[config.mk]
export PLATFORM = sky130hd
export DESIGN_NAME = fetch_unit
export DESIGN_NICKNAME = d
export VERILOG_FILES = /design/src/rtl/sisc_pkg.sv /design/src/rtl/fetch_pc_gen.sv /design/src/rtl/fetch_unit.sv
export SDC_FILE = /design/constraint.sdc
export NUM_CORES = 1
export LEC_CHECK = 0
export BUFFER_PORTS_ARGS = -buffer_cell sky130_fd_sc_hd__buf_2
export CORE_AREA = 2 2 126 79
export CTS_CLUSTER_SIZE = 10
export DETAILED_ROUTE_END_ITERATION = 10
export DIE_AREA = 0 0 128 81
export GPL_ROUTABILITY_DRIVEN = 0
export PLACE_DENSITY = 0.74
export SLEW_MARGIN = 0
export SYNTH_ARGS = -nofsm -noshare
export SYNTH_HDL_FRONTEND = slang
export SYNTH_SLANG_ARGS = --single-unit
[constraint.sdc]
create_clock -name clk -period 2.6 [get_ports clk]
set_clock_uncertainty 0.2 [all_clocks]
set_input_delay 0.26 -clock clk [delete_from_list [all_inputs] [get_ports clk]]
set_output_delay 0.26 -clock clk [all_outputs]
set_load 0.005 [all_outputs]
[src/rtl/sisc_pkg.sv]
// Shared definitions for the SISC fetch path: widths, IR field positions,
// opcode constants and the fetch-state encoding.
package sisc_pkg;

    localparam int PC_W_DEF = 16;
    localparam int IR_W_DEF = 32;
    localparam int IMM_W    = 16;

    localparam int OPCODE_MSB = 31;
    localparam int OPCODE_LSB = 28;
    localparam int MM_MSB     = 27;
    localparam int MM_LSB     = 24;
    localparam int IMM_MSB    = 15;
    localparam int IMM_LSB    = 0;

    localparam logic [3:0] OP_NOP = 4'h0;
    localparam logic [3:0] OP_ADD = 4'h1;
    localparam logic [3:0] OP_SUB = 4'h2;
    localparam logic [3:0] OP_AND = 4'h3;
    localparam logic [3:0] OP_OR  = 4'h4;
    localparam logic [3:0] OP_XOR = 4'h5;
    localparam logic [3:0] OP_SHL = 4'h6;
    localparam logic [3:0] OP_SHR = 4'h7;
    localparam logic [3:0] OP_LDI = 4'h8;
    localparam logic [3:0] OP_LD  = 4'h9;
    localparam logic [3:0] OP_ST  = 4'hA;
    localparam logic [3:0] OP_BR  = 4'hB;
    localparam logic [3:0] OP_BRZ = 4'hC;
    localparam logic [3:0] OP_JMP = 4'hD;
    localparam logic [3:0] OP_IO  = 4'hE;
    localparam logic [3:0] OP_HLT = 4'hF;

    typedef enum logic {
        FETCH_IDLE = 1'b0,
        FETCH_WAIT = 1'b1
    } fetch_state_t;

endpackage

[src/rtl/fetch_pc_gen.sv]
// Program counter register and next-PC selection (sequential, absolute or
// PC-relative branch). The immediate always comes from the held IR.
module fetch_pc_gen
    import sisc_pkg::*;
#(
    parameter int PC_W = PC_W_DEF
) (
    input  logic             clk,
    input  logic             rst_f,
    input  logic             pc_rst,
    input  logic             pc_write,
    input  logic             pc_sel,
    input  logic             br_sel,
    input  logic [IMM_W-1:0] imm,
    output logic [PC_W-1:0]  pc
);

    logic [31:0]     imm_sext32;
    logic [31:0]     imm_zext32;
    logic [PC_W-1:0] imm_sext;
    logic [PC_W-1:0] imm_zext;
    logic [PC_W-1:0] pc_next;

    // Immediates are widened to 32 bits first, then cut to the PC width.
    assign imm_sext32 = {{(32-IMM_W){imm[IMM_W-1]}}, imm};
    assign imm_zext32 = {{(32-IMM_W){1'b0}}, imm};
    assign imm_sext   = imm_sext32[PC_W-1:0];
    assign imm_zext   = imm_zext32[PC_W-1:0];

    always_comb begin
        pc_next = pc;
        if (!pc_sel) begin
            pc_next = pc + PC_W'(1);
        end else if (br_sel) begin
            pc_next = imm_zext;
        end else begin
            pc_next = pc + imm_sext;
        end
    end

    // A clear request from control outranks any PC write.
    always_ff @(posedge clk or posedge rst_f) begin
        if (rst_f) begin
            pc <= '0;
        end else if (pc_rst) begin
            pc <= '0;
        end else if (pc_write) begin
            pc <= pc_next;
        end
    end

endmodule

[src/rtl/fetch_unit.sv]
// Instruction fetch: PC generation plus a two-state request/response FSM that
// loads the instruction register from instruction memory.
module fetch_unit
    import sisc_pkg::*;
#(
    parameter int PC_W = PC_W_DEF,
    parameter int IR_W = IR_W_DEF
) (
    input  logic            clk,
    input  logic            rst_f,
    input  logic            pc_rst,
    input  logic            pc_write,
    input  logic            pc_sel,
    input  logic            br_sel,
    input  logic            ir_load,
    input  logic [IR_W-1:0] imem_rdata,
    input  logic            imem_valid,
    output logic            imem_req,
    output logic [PC_W-1:0] imem_addr,
    output logic [PC_W-1:0] pc_out,
    output logic [IR_W-1:0] ir_out,
    output logic [3:0]      opcode,
    output logic [3:0]      mm,
    output logic [15:0]     imm,
    output logic            ir_valid,
    output logic            fetch_busy
);

    fetch_state_t state;

    assign opcode = ir_out[OPCODE_MSB:OPCODE_LSB];
    assign mm     = ir_out[MM_MSB:MM_LSB];
    assign imm    = ir_out[IMM_MSB:IMM_LSB];

    fetch_pc_gen #(
        .PC_W (PC_W)
    ) u_pc_gen (
        .clk      (clk),
        .rst_f    (rst_f),
        .pc_rst   (pc_rst),
        .pc_write (pc_write),
        .pc_sel   (pc_sel),
        .br_sel   (br_sel),
        .imm      (imm),
        .pc       (pc_out)
    );

    // imem_addr is captured once per fetch from the pre-update PC, so PC
    // writes during WAIT never disturb the outstanding request.
    always_ff @(posedge clk or posedge rst_f) begin
        if (rst_f) begin
            state      <= FETCH_IDLE;
            imem_req   <= 1'b0;
            imem_addr  <= '0;
            ir_out     <= '0;
            ir_valid   <= 1'b0;
            fetch_busy <= 1'b0;
        end else begin
            case (state)
                FETCH_IDLE: begin
                    if (ir_load) begin
                        imem_addr  <= pc_out;
                        imem_req   <= 1'b1;
                        ir_valid   <= 1'b0;
                        fetch_busy <= 1'b1;
                        state      <= FETCH_WAIT;
                    end
                end
                FETCH_WAIT: begin
                    if (imem_valid) begin
                        ir_out     <= imem_rdata;
                        ir_valid   <= 1'b1;
                        imem_req   <= 1'b0;
                        fetch_busy <= 1'b0;
                        state      <= FETCH_IDLE;
                    end
                end
                default: begin
                    imem_req   <= 1'b0;
                    fetch_busy <= 1'b0;
                    state      <= FETCH_IDLE;
                end
            endcase
        end
    end

endmodule

==> reports/results.ini <==
[drt]
drc=0
wire_per_inst_um=18.4
ant_nets=0
dr.pass1.iters=5
via_per_inst=5.73
wirelength_um=12800
dr_total_vias=3980
drt_iter0_drc=451

[timing]
max_slew_margin_pct=41.9
min_period_over_period_pct=99.9
hold_viol_final=0
finalCriticalPeriod_ps=2600
worst-slew-pin-transition_ps=871
setup_viol=0
tns_ps=0
setup_ws_ps=2.36
slew_viol_final=0
fmax_mhz=385

[global_route]
grt_pass1_wl_um=19800
grt_pass1_vias=3721
grt_max_degree=49
antenna_found_initial=0
gr-total-overflow=0
grtUsageTotal_pct=24.8

[synth]
ys_warn_count=0
async_flop_share_pct=100
synth.avg_cell_area_sq_um=9.87
netlist_area_sq_um=4050
ys_ff_latch=67
synth_ff_type=dfrtp_1
syn-num-nets=467
ys_seq_area_share_pct=41.4
synth_edf_count=0
ys_types=63
syn-instance-count=410

[final_layout]
layout.nets=626
antenna_cells=0
area_delta_synth_final_pct=35.2
final_cell_count_no_fill=694
drive_gt1_share_pct=39.9
final_core_util_pct=58.3
n_fill_cell=799

[power]
peakVddDrop_v=0.000358
power_density_nw_per_um2=726
p_leak_nw=2.62

[setup_path]
critical_path.cell_chain=ha_1, inv_1, fa_2, nor2b_2, o2111a_2, o211ai_1, a211o_1, a32o_1, nor3_1
crit_arrival_ps=2650
max_stage_delay_ps=370
slowest_stage=a211o_1
cp_max_fo=3
crit_buf_inv=1
startpoint_type=register
cp_top_family=compound AO/OA/AOI/OAI gates
worstPathRequired_ps=2660
path_class=register to register
end_kind=register

[die]
io_pins=131
rows=28
initial_utilization_pct=43.1
core_sq_um=9390
die-width_um=128
dieArea_sq_um=10400
die_h_um=81

[cts]
cts-buffers-inserted=9
clk_pin_slew_ps=60
cts_buffer_depth=2
clock-sinks=67
cts_tree=built
cts-root-buf=clkbuf_16
htree_levels=3
clk_latency_ps=340

[status]
outcome=finished, final reports clean

[worst_hold_path]
hp-class=primary input to register

[place]
post-dp-hpwl_um=8990
io_buffer_count=130
dp.cells=643
pre_cts_ws_ps=73.1

[flow_run]
maxCapViolCount=0

[final timing paths]
kind	startpoint	end	slack [ps]	cells past startpoint
max in group asynchronous	rst_f	u_pc_gen.pc[4]	1300	4
hold / removal	pc_rst	u_pc_gen.pc[2]	130	2
hold reg to reg	imem_addr[14]	imem_addr[14]	280	2
min in group asynchronous	rst_f	ir_out[21]	290	3
setup reg to reg	u_pc_gen.pc[0]	u_pc_gen.pc[12]	2	9
setup / recovery	u_pc_gen.pc[0]	u_pc_gen.pc[12]	2	9
[layout by cell type, fill, tap and decap left out, types with 4 or more instances in the layout]
cell type      instances
o211ai_1               4
xnor2_1                4
dlygate4sd3_1         34
nand2_1               35
a211oi_1               4
ha_1                  14
buf_2                130
a21o_1                 5
a21oi_1               27
buf_4                 23
mux2_2                45
nor3_1                 9
dfrtp_1               67
inv_1                 15
nand3_1               18
o21ai_0               21
nor4_1                 4
clkbuf_16              9
nor2_1                21
o31ai_1                4
o21a_1                 6
[per-layer routing]
layer / vias up / GRT usage (%) / share of wire [%]
met5: - / 0 / 0
met4: 0 / 6.59 / 1.1
met3: 26 / 7.51 / 12
met2: 270 / 38.1 / 42
met1: 1882 / 34.3 / 44
li1: 1802 / - / -
[kinds of logic (layout without fill, tap and decap cells)]
| logic type | count (synthesis) | after routing | share of synthesized area, % |
|---|---|---|---|
| flip-flops | 67 | 67 | 41.4 |
| buffers and inverters | 57 | 221 | 7.60 |
| AO/OA/AOI/OAI | 105 | 105 | 17.4 |
| adder cells (fa/ha/maj) | 17 | 17 | 5.44 |
| multiplexers | 48 | 48 | 13.3 |
| XOR/XNOR | 6 | 6 | 1.30 |
| AND/OR/NAND/NOR | 110 | 110 | 13.6 |
[area by class of cell]
| class | count | area (sq um) | area share, % |
|---|---|---|---|
| flip-flops and latches | 67 | 1680 | 30.6 |
| multi-input cells | 286 | 2090 | 38.3 |
| well taps | 120 | 150 | 2.74 |
| clock buffers | 11 | 243 | 4.44 |
| clock inverters | 5 | 61.3 | 1.12 |
| inverters | 17 | 63.8 | 1.17 |
| repair buffers | 188 | 1180 | 21.6 |
[through the flow]
stage / cell area (sq um) / hold WS (ps) / power (mW)
6_report: 5470 / 128 / 3.97
2_1_floorplan: 4050 / 177 / 2.19
4_1_cts: 5430 / 110 / 3.95
3_5_place_dp: 4790 / 85.1 / 2.65
5_1_grt: 5470 / 125 / 4.19
3_3_place_gp: 4790 / 76.9 / 2.60
[cell usage after synthesis, types with 2 or more instances]
cell	n	area, sq um
o211ai_1	4	30.0
nor4_1	4	25.0
o21ai_0	21	105
o21bai_1	3	22.5
and3_1	2	12.5
mux2_2	45	507
a21o_1	5	37.5
o22ai_1	2	12.5
o21a_1	6	45.0
xor2_1	2	17.5
nor2_1	21	78.8
nand2b_1	3	18.8
a211oi_1	4	30.0
nand2_1	35	131
a21boi_0	2	15.0
a21oi_1	28	140
dfrtp_1	67	1680
nor3_1	10	50.1
and4_1	2	17.5
a221o_1	2	20.0
xnor2_1	4	35.0
nor2b_1	3	18.8
nand3_1	18	90.1
o31a_2	2	20.0
buf_4	25	188
a311oi_1	2	17.5
o31ai_1	4	30.0
a22oi_1	3	22.5
clkbuf_1	12	45.0
mux2i_1	3	30.0
a211o_1	2	17.5
buf_1	3	11.3
ha_1	16	200
inv_1	16	60.1
[what timing repair did]
item / 4_1_cts / 5_1_grt
hold buffers: 34 / 0
setup buffers: 0 / 1
hold endpoints to repair: 52 / 0
gates resized for setup: 0 / 7
endpoints found under the setup margin: 0 / 4
[where the power goes]
| group | internal (mW) | switching (mW) | total, mW |
|---|---|---|---|
| registers | 1.24 | 0.188 | 1.43 |
| logic | 0.637 | 0.670 | 1.31 |
| clock network | 0.773 | 0.468 | 1.24 |
[sequential cells by signal, summed over array words and instances, names as in the netlist]
| signal | count |
|---|---|
| ir_out | 32 |
| imem_addr | 16 |
| u_pc_gen.pc | 16 |
| fetch_busy | 1 |
| ir_valid | 1 |
| state | 1 |
No activity file was read; power rests on OpenSTA's default activity.
